[src/rtl/adc_pkg.sv]
// Shared frame geometry, extension mask and state encoding for the ADC frame path.
package adc_pkg;

    localparam int                             ADC_WORDS_PER_FRAME = 10;
    localparam int                             ADC_WORD_BITS       = 24;
    localparam logic [ADC_WORDS_PER_FRAME-1:0] ADC_SEXT_MASK       = 10'h1FE;
    localparam int                             ADC_TIMEOUT_CYC     = 1024;

    typedef enum logic {
        ST_IDLE    = 1'b0,
        ST_COLLECT = 1'b1
    } adc_state_e;

endpackage

[src/rtl/adc_word_extend.sv]
// Widens one raw ADC word to 32 bits, sign- or zero-filled.
// Latency: combinational.
// Backpressure: none.
module adc_word_extend #(
    parameter int WORD_BITS = 24,
    parameter bit SIGNED    = 1'b0
) (
    input  logic [WORD_BITS-1:0] word_i,
    output logic [31:0]          word_o
);

    generate
        if (WORD_BITS >= 32) begin : g_full
            assign word_o = word_i[31:0];
        end else begin : g_ext
            assign word_o = {{(32-WORD_BITS){SIGNED ? word_i[WORD_BITS-1] : 1'b0}}, word_i};
        end
    endgenerate

endmodule

[src/rtl/adc_frame_assembler.sv]
// Collects one ADC frame word by word and publishes it as a flat 32-bit-per-word bus.
// Latency: frame_end sampled at edge N gives frame_valid during cycle N+1.
// Backpressure: none; never stalls, downstream drops frames itself.
module adc_frame_assembler
    import adc_pkg::*;
#(
    parameter int               WORDS       = ADC_WORDS_PER_FRAME,
    parameter int               WORD_BITS   = ADC_WORD_BITS,
    parameter logic [WORDS-1:0] SEXT_MASK   = ADC_SEXT_MASK,
    parameter int               TIMEOUT_CYC = ADC_TIMEOUT_CYC
) (
    input  logic                    clk,
    input  logic                    rst,
    input  logic                    frame_start,
    input  logic                    frame_end,
    input  logic                    word_valid,
    input  logic [WORD_BITS-1:0]    word_data,
    output logic                    frame_valid,
    output logic [32*WORDS-1:0]     frame_words_packed,
    output logic [15:0]             frame_count,
    output logic                    busy,
    output logic                    err_short,
    output logic                    err_long,
    output logic                    err_timeout
);

    localparam int IW = $clog2(WORDS + 1);
    localparam int TW = (TIMEOUT_CYC > 1) ? $clog2(TIMEOUT_CYC) : 1;

    adc_state_e          state_q, state_d;
    logic [IW-1:0]       idx_q, idx_d, idx_after;
    logic [TW-1:0]       timer_q, timer_d;
    logic                ovf_q, ovf_d, ovf_after;
    logic [32*WORDS-1:0] shadow_q, shadow_d, shadow_after;
    logic [32*WORDS-1:0] out_q, out_d;
    logic [15:0]         frame_count_q, frame_count_d;
    logic                frame_valid_q, frame_valid_d;
    logic                err_short_q, err_short_d;
    logic                err_long_q, err_long_d;
    logic                err_timeout_q, err_timeout_d;

    logic [31:0]         ext_w [WORDS];

    // Each slot has a fixed extension rule, so one extender per slot, muxed on idx.
    generate
        for (genvar w = 0; w < WORDS; w++) begin : g_ext
            adc_word_extend #(
                .WORD_BITS (WORD_BITS),
                .SIGNED    (SEXT_MASK[w])
            ) u_ext (
                .word_i (word_data),
                .word_o (ext_w[w])
            );
        end
    endgenerate

    always_comb begin
        state_d       = state_q;
        idx_d         = idx_q;
        timer_d       = timer_q;
        ovf_d         = ovf_q;
        shadow_d      = shadow_q;
        out_d         = out_q;
        frame_count_d = frame_count_q;
        frame_valid_d = 1'b0;
        err_short_d   = 1'b0;
        err_long_d    = 1'b0;
        err_timeout_d = 1'b0;

        // A word arriving with frame_start belongs to the new frame, not the old one.
        idx_after    = idx_q;
        ovf_after    = ovf_q;
        shadow_after = shadow_q;
        if (state_q == ST_COLLECT && word_valid && !frame_start) begin
            if (idx_q < IW'(WORDS)) begin
                for (int w = 0; w < WORDS; w++) begin
                    if (idx_q == IW'(w)) begin
                        shadow_after[32*w +: 32] = ext_w[w];
                    end
                end
                idx_after = idx_q + IW'(1);
            end else begin
                ovf_after = 1'b1;
            end
        end

        if (state_q == ST_COLLECT) begin
            idx_d    = idx_after;
            ovf_d    = ovf_after;
            shadow_d = shadow_after;
            timer_d  = timer_q + TW'(1);
            if (frame_end) begin
                state_d = ST_IDLE;
                if (ovf_after) begin
                    err_long_d = 1'b1;
                end else if (idx_after < IW'(WORDS)) begin
                    err_short_d = 1'b1;
                end else begin
                    out_d         = shadow_after;
                    frame_valid_d = 1'b1;
                    frame_count_d = frame_count_q + 16'd1;
                end
            end else if (frame_start) begin
                err_short_d = 1'b1;
            end else if (timer_q == TW'(TIMEOUT_CYC - 1)) begin
                err_timeout_d = 1'b1;
                state_d       = ST_IDLE;
            end
        end

        // Start is applied last so an end on the same cycle closes the old frame first.
        if (frame_start) begin
            state_d = ST_COLLECT;
            timer_d = '0;
            ovf_d   = 1'b0;
            idx_d   = word_valid ? IW'(1) : '0;
            if (word_valid) begin
                shadow_d[31:0] = ext_w[0];
            end
        end
    end

    always_ff @(posedge clk or posedge rst) begin
        if (rst) begin
            state_q       <= ST_IDLE;
            idx_q         <= '0;
            timer_q       <= '0;
            ovf_q         <= 1'b0;
            shadow_q      <= '0;
            out_q         <= '0;
            frame_count_q <= '0;
            frame_valid_q <= 1'b0;
            err_short_q   <= 1'b0;
            err_long_q    <= 1'b0;
            err_timeout_q <= 1'b0;
        end else begin
            state_q       <= state_d;
            idx_q         <= idx_d;
            timer_q       <= timer_d;
            ovf_q         <= ovf_d;
            shadow_q      <= shadow_d;
            out_q         <= out_d;
            frame_count_q <= frame_count_d;
            frame_valid_q <= frame_valid_d;
            err_short_q   <= err_short_d;
            err_long_q    <= err_long_d;
            err_timeout_q <= err_timeout_d;
        end
    end

    assign frame_valid        = frame_valid_q;
    assign frame_words_packed = out_q;
    assign frame_count        = frame_count_q;
    assign busy               = (state_q == ST_COLLECT);
    assign err_short          = err_short_q;
    assign err_long           = err_long_q;
    assign err_timeout        = err_timeout_q;

endmodule
[config.mk]
export PLATFORM = sky130hd
export DESIGN_NAME = adc_frame_assembler
export DESIGN_NICKNAME = d
export VERILOG_FILES = /design/src/rtl/adc_pkg.sv /design/src/rtl/adc_word_extend.sv /design/src/rtl/adc_frame_assembler.sv
export SDC_FILE = /design/constraint.sdc
export NUM_CORES = 1
export LEC_CHECK = 0
export ABC_AREA = 0
export CAP_MARGIN = 20
export CORE_ASPECT_RATIO = 1.75
export CORE_MARGIN = 3
export CORE_UTILIZATION = 40
export DETAILED_ROUTE_END_ITERATION = 10
export GPL_TIMING_DRIVEN = 0
export PLACE_DENSITY_LB_ADDON = 0.15
export REMOVE_ABC_BUFFERS = 1
export SLEW_MARGIN = 15
export SYNTH_ARGS = -nofsm -noshare
export SYNTH_HDL_FRONTEND = slang
export SYNTH_SLANG_ARGS = --single-unit
[constraint.sdc]
create_clock -name clk -period 38.2 [get_ports clk]
set_input_delay 7.64 -clock clk [delete_from_list [all_inputs] [get_ports clk]]
set_output_delay 7.64 -clock clk [all_outputs]
set_load 0.01 [all_outputs]
# After elaboration in Yosys (flattened, before gate mapping)
# Cells that the tools add are included.
[totals] in_bits=29 regBits=676 word_cells=81
[op_classes] n_mux=46 order_cmp=2 add_sub_neg=3 n_reduce_logical=6 eq_ne=10 bitwise=2
[ops] operator="$mux 320" count=2
[ops] operator="$mux 32" count=13
[ops] operator="$mux 1" count=25
[ops] operator="$mux 10" count=2
[ops] operator="$add 16x1->16 const B" count=1
[ops] operator="$eq 4x3->1 const B" count=4
[ops] operator="$mux 4" count=4
[ops] operator="$add 10x1->10 const B" count=1
[ops] operator="$eq 10x10->1 const B" count=1
[ops] operator="$eq 4x2->1 const B" count=2
[ops] operator="$eq 4x4->1 const B" count=2
[ops] operator="$lt 4x4->1 const B" count=2
[ops] operator="$add 4x1->4 const B" count=1
[ops] operator="$eq 4x1->1 const B" count=1
[ops] operator="$logic_not 4->1" count=1
[ops] operator="$reduce_and 4->1" count=1
[ops] operator="$logic_and 1x1->1" count=2
[ops] operator="$not 1->1" count=2
[ops] operator="$reduce_bool 2->1" count=1
[ops] operator="$logic_not 1->1" count=1

# Longest topological paths before layout
[depth] depth_word=8 ltp_mapped=9 mapped_depth_nobuf=7

# Modules after synthesis
# A second synthesis with hierarchy kept.
[unflattened] hier_cells=2203 area_unflattened_um2=28353.4
[by_module_without_submodules] mod="adc_frame_assembler" area_per_inst_um2=25943.6 cells_each=1881 n_inst=1
[by_module_without_submodules] mod="adc_word_extend (g_ext[1].u_ext ...)" area_per_inst_um2=240.2 cells_each=32 n_inst=8
[by_module_without_submodules] mod="adc_word_extend (g_ext[0].u_ext ...)" area_per_inst_um2=244.0 cells_each=33 n_inst=2

# Worst setup path after synthesis
# No wires, ideal clock.
[synth_timing] path_kind="input-to-reg" from="input word_valid" to="register out_q[64], in the netlist frame_words_packed[64]" arrival_ns=9.269 required_ns=38.073 path_slack_ns=28.804 n_path_buf=2 setup_ns=0.127 cell_stages=6 path_cell_list="buf_2 > nand4b_1 > nor3_1 > buf_2 > mux2_2 > mux2_1"
[synth_via] elab_chain_len=6 word_cells_on_any_way=9
[synth_lines] item="start: declaration" line_no="adc_frame_assembler.sv:16" rtl="input logic word_valid,"
[synth_lines] item="$logic_and 1x1->1 (*) (2 in series)" line_no="adc_frame_assembler.sv:74" rtl="if (state_q == ST_COLLECT && word_valid && !frame_start) begin"
[synth_lines] item="$mux 4" line_no="adc_frame_assembler.sv:74"
[synth_lines] item="$lt 4x4->1" line_no="adc_frame_assembler.sv:96" rtl="end else if (idx_after < IW'(WORDS)) begin"
[synth_lines] item="$not 1->1 (no line)"
[synth_lines] item="$reduce_and 4->1 (no line)"
[synth_lines] item="end signal: assignment" line_no="adc_frame_assembler.sv:142" rtl="out_q <= out_d;"
[synth_lines] item="end: declaration" line_no="adc_frame_assembler.sv:35" rtl="logic [32*WORDS-1:0] out_q, out_d;"
# Every way passes the cells marked *; elsewhere a longest branch is shown, timed or not.
# A chain may end at the register's enable or synchronous reset.

# Worst setup path after layout
[layout_timing] from="input word_valid" to="register out_q[282], in the netlist frame_words_packed[282]"
# The elaborated chain is that of the path after synthesis.

==> qor.yml <==
grt:
  grt_pass1_wl_mm: 102
  grt_max_degree: 111
  antenna_found_initial: 0
  first_global_vias: 16477
  globalRouteTotalUtil_pct: 19.4
  gr-total-overflow: 0
timing:
  setup_ws_ns: 26.66
  finalClockSkew_ns: 0.0360
  final.setup.tns_ns: 0
  slew_viol_final: 0
  maxSlewHeadroom_pct: 38.2
  fin_hold_ws_ns: 0.467
  tightestPinTransition_ns: 0.922
  final-hold-violation-count: 0
  rsz0062_at_grt: "false"
  setup_viol: 0
  period_needed_ns: 11.54
  fmax_mhz: 86.7
  finalCritPeriodShare_pct: 30.2
flow_run:
  drv_cap: 0
worst_setup_path:
  r2r_slack_ns: 33.63
  cp-end-kind: "flop"
  r2r_cells: 9
  cp.required_ns: 38.70
  r2r_start: "idx_q[2]"
  crit_fanout: 34
  crit_type: "input pin to flop"
  cp-start-kind: "input pin"
  r2r_end: "frame_words_packed[282]"
  crit_arrival_ns: 12.04
clock_tree:
  clk_pin_slew_ns: 0.07
  h-tree-depth: 2
  clock_sinks: 676
  postCtsHoldBufs: 0
  cts_resized: 0
  clock_latency_ns: 0.64
  cts_inserted_buffers: 61
  post-cts-setup-buffers: 0
  root_buffer: "clkbuf_16"
  cts_buffer_depth: 3
  cts_tree: "built"
yosys:
  synth-edff-count: 0
  yosysUniqueCellTypes: 45
  ys_seq_area_share_pct: 65.6
  yosys_warnings: 0
  syn_area_sq_um: 25800
  syn-instance-count: 1824
  synth-seq-cells: 676
  async_flop_share_pct: 100
  netlist.area_leader.share_pct: 65.6
  yosys.area.top_type: "dfrtp_1"
  avgSynthCellArea_sq_um: 14.1
  ys_top_cells_by_area: "dfrtp_1 66%, mux2_2 11%, mux2_1 10%, nand2_1 4.3%, a21o_1 2.1%"
  synthFlopType: "dfrtp_1"
routing:
  vias: 15303
  ant_nets: 0
  dr.pass1.iters: 4
  avgViaCountPerCell: 5.03
  drc: 0
  drt_iter0_drc: 643
  route.detailed.wl_per_inst_microns: 21.2
  routed_wl_mm: 64.6
floorplan:
  die_y_microns: 342
  die_w_microns: 198
  start_util_pct: 40.6
  dieArea_sq_um: 67700
  num_rows: 122
  coreArea_sq_um: 63500
  num_io_pins: 370
power_and_ir_drop:
  p_switching_mw: 0.332
  p_leak_nw: 16.8
  seqPwrFrac_pct: 51.3
  power_density_nw_per_um2: 45.3
  worst_ir_drop_vdd_uv: 45.7
  switching_share_pct: 22.2
  pwr-share-clk_pct: 42.9
  power_frac_comb_pct: 5.8
  p_int_mw: 1.16
min_path:
  hold_path_class: "flop to flop"
  min-delay-start: "shadow_q[134]"
  hold_depth: 2
  min_delay_worst_endpoint: "shadow_q[134]"
layout:
  areaGrowthSynthToFinish_pct: 27.8
  n_antenna_cell: 0
  final_area_sq_um: 32900
  finalNonFillerCells: 3044
  finalNetCount: 2222
  drive_gt1_share_pct: 18.2
placement:
  io_buffers: 369
  dpl_worst_slack_ns: 25.41
  dpl_cell_area_sq_um: 30800
  dp_hpwl_mm: 44.6
  placed_cells: 2929
  gp_congestion: 0.773
outcome:
  outcome: "finished, final reports clean"
## sequential cells by signal (all words and copies together), names as in the netlist, 4 cells and up
signal and count:
shadow_q 320, frame_words_packed 320, idx_q 4, timer_q 10, frame_count 16
## worst max-delay path by stage
stage | from | to | slack [ns] | depth (start not counted)
3_3_place_gp | rst | frame_words_packed[293] | 4.43 | 2
2_1_floorplan | rst | busy | 11.61 | 1
5_1_grt | word_valid | frame_words_packed[44] | 26.47 | 10
6_report | word_valid | frame_words_packed[282] | 26.66 | 10
3_5_place_dp | frame_start | frame_words_packed[282] | 25.41 | 10
4_1_cts | frame_start | frame_words_packed[280] | 26.08 | 10
## Yosys cell counts (2+ instances only)
| cell type | count |
|---|---|
| nand3_1 | 13 |
| o21ai_0 | 15 |
| nor3_1 | 13 |
| xnor2_1 | 3 |
| nor2b_1 | 3 |
| xor2_1 | 19 |
| dfrtp_1 | 676 |
| nor3b_1 | 2 |
| and2_1 | 18 |
| and3_1 | 6 |
| nor2_1 | 20 |
| buf_4 | 7 |
| buf_2 | 21 |
| o41ai_1 | 8 |
| buf_6 | 23 |
| ha_1 | 6 |
| inv_1 | 15 |
| a21oi_1 | 7 |
| o21a_1 | 2 |
| mux2_1 | 232 |
| clkbuf_1 | 63 |
| nand4b_1 | 3 |
| nand2_1 | 297 |
| nor4_1 | 6 |
| nand4_1 | 9 |
| a21o_1 | 72 |
| or3_1 | 3 |
| buf_1 | 2 |
| mux2_2 | 244 |
## worst max-delay path: stages
cell,delay [ns]
clkdlybuf4s50_1,0.75
and3b_1,0.56
nand3_4,0.63
o211ai_4,1.00
nor2_4,0.27
buf_16,0.26
buf_12,0.18
buf_16,0.18
buf_16,0.17
mux2_1,0.32
## logic make-up (layout without fill, tap and decap cells)
group / Yosys count / in the layout / share of synthesized area, %
compound gates: 109 / 109 / 3.02
xor+xnor: 22 / 22 / 0.747
fa+ha+maj: 6 / 6 / 0.291
buf+inv: 132 / 546 / 2.79
flops: 676 / 676 / 65.6
mux: 477 / 477 / 20.8
simple gates: 402 / 402 / 6.72
## power by group through the flow
stage | Sequential [mW] | Clock [mW] | Combinational, mW
6_report | 0.765 | 0.640 | 0.0871
5_1_grt | 0.768 | 0.687 | 0.0993
4_1_cts | 0.765 | 0.661 | 0.0896
3_5_place_dp | 0.779 | 0 | 0.0892
3_3_place_gp | 0.780 | 0 | 0.0805
2_1_floorplan | 0.777 | 0 | 0.0588
## final cells by class
class,count,area [sq um]
inverters,16,67.6
repair buffers,416,4630
flip-flops and latches,676,16900
multi-input cells,1016,8230
fillers,5428,30600
clock buffers,91,1780
well taps,806,1010
clock inverters,23,314
## cell usage in the layout, fill, tap and decap left out, drive strengths merged, types with 9 or more instances in the layout
cell / count
dfrtp: 676
mux2: 476
clkdlybuf4s50: 368
nand2: 297
clkbuf: 92
a21o: 72
buf: 47
nor2: 21
xor2: 19
and2: 18
inv: 16
o21ai: 15
nor3: 14
clkinv: 14
nand3: 14
nand4: 9
## per-stage QoR
| stage | total power [mW] | utilization, % |
|---|---|---|
| floorplan | 0.836 | - |
| global placement | 0.860 | 47.0 |
| detailed placement | 0.868 | 48.6 |
| CTS | 1.52 | 51.9 |
| global route | 1.56 | 51.9 |
| finish | 1.49 | 51.9 |
## layer usage
metal | vias to the layer above | wire (microns) | global-route usage [%]
li1 | 6922 | - | -
met1 | 7913 | 26700 | 24.3
met2 | 385 | 31900 | 32.7
met3 | 83 | 4560 | 5.85
met4 | 0 | 1470 | 5.24
met5 | - | 0 | 0
Power figures use the tool's default switching activity.
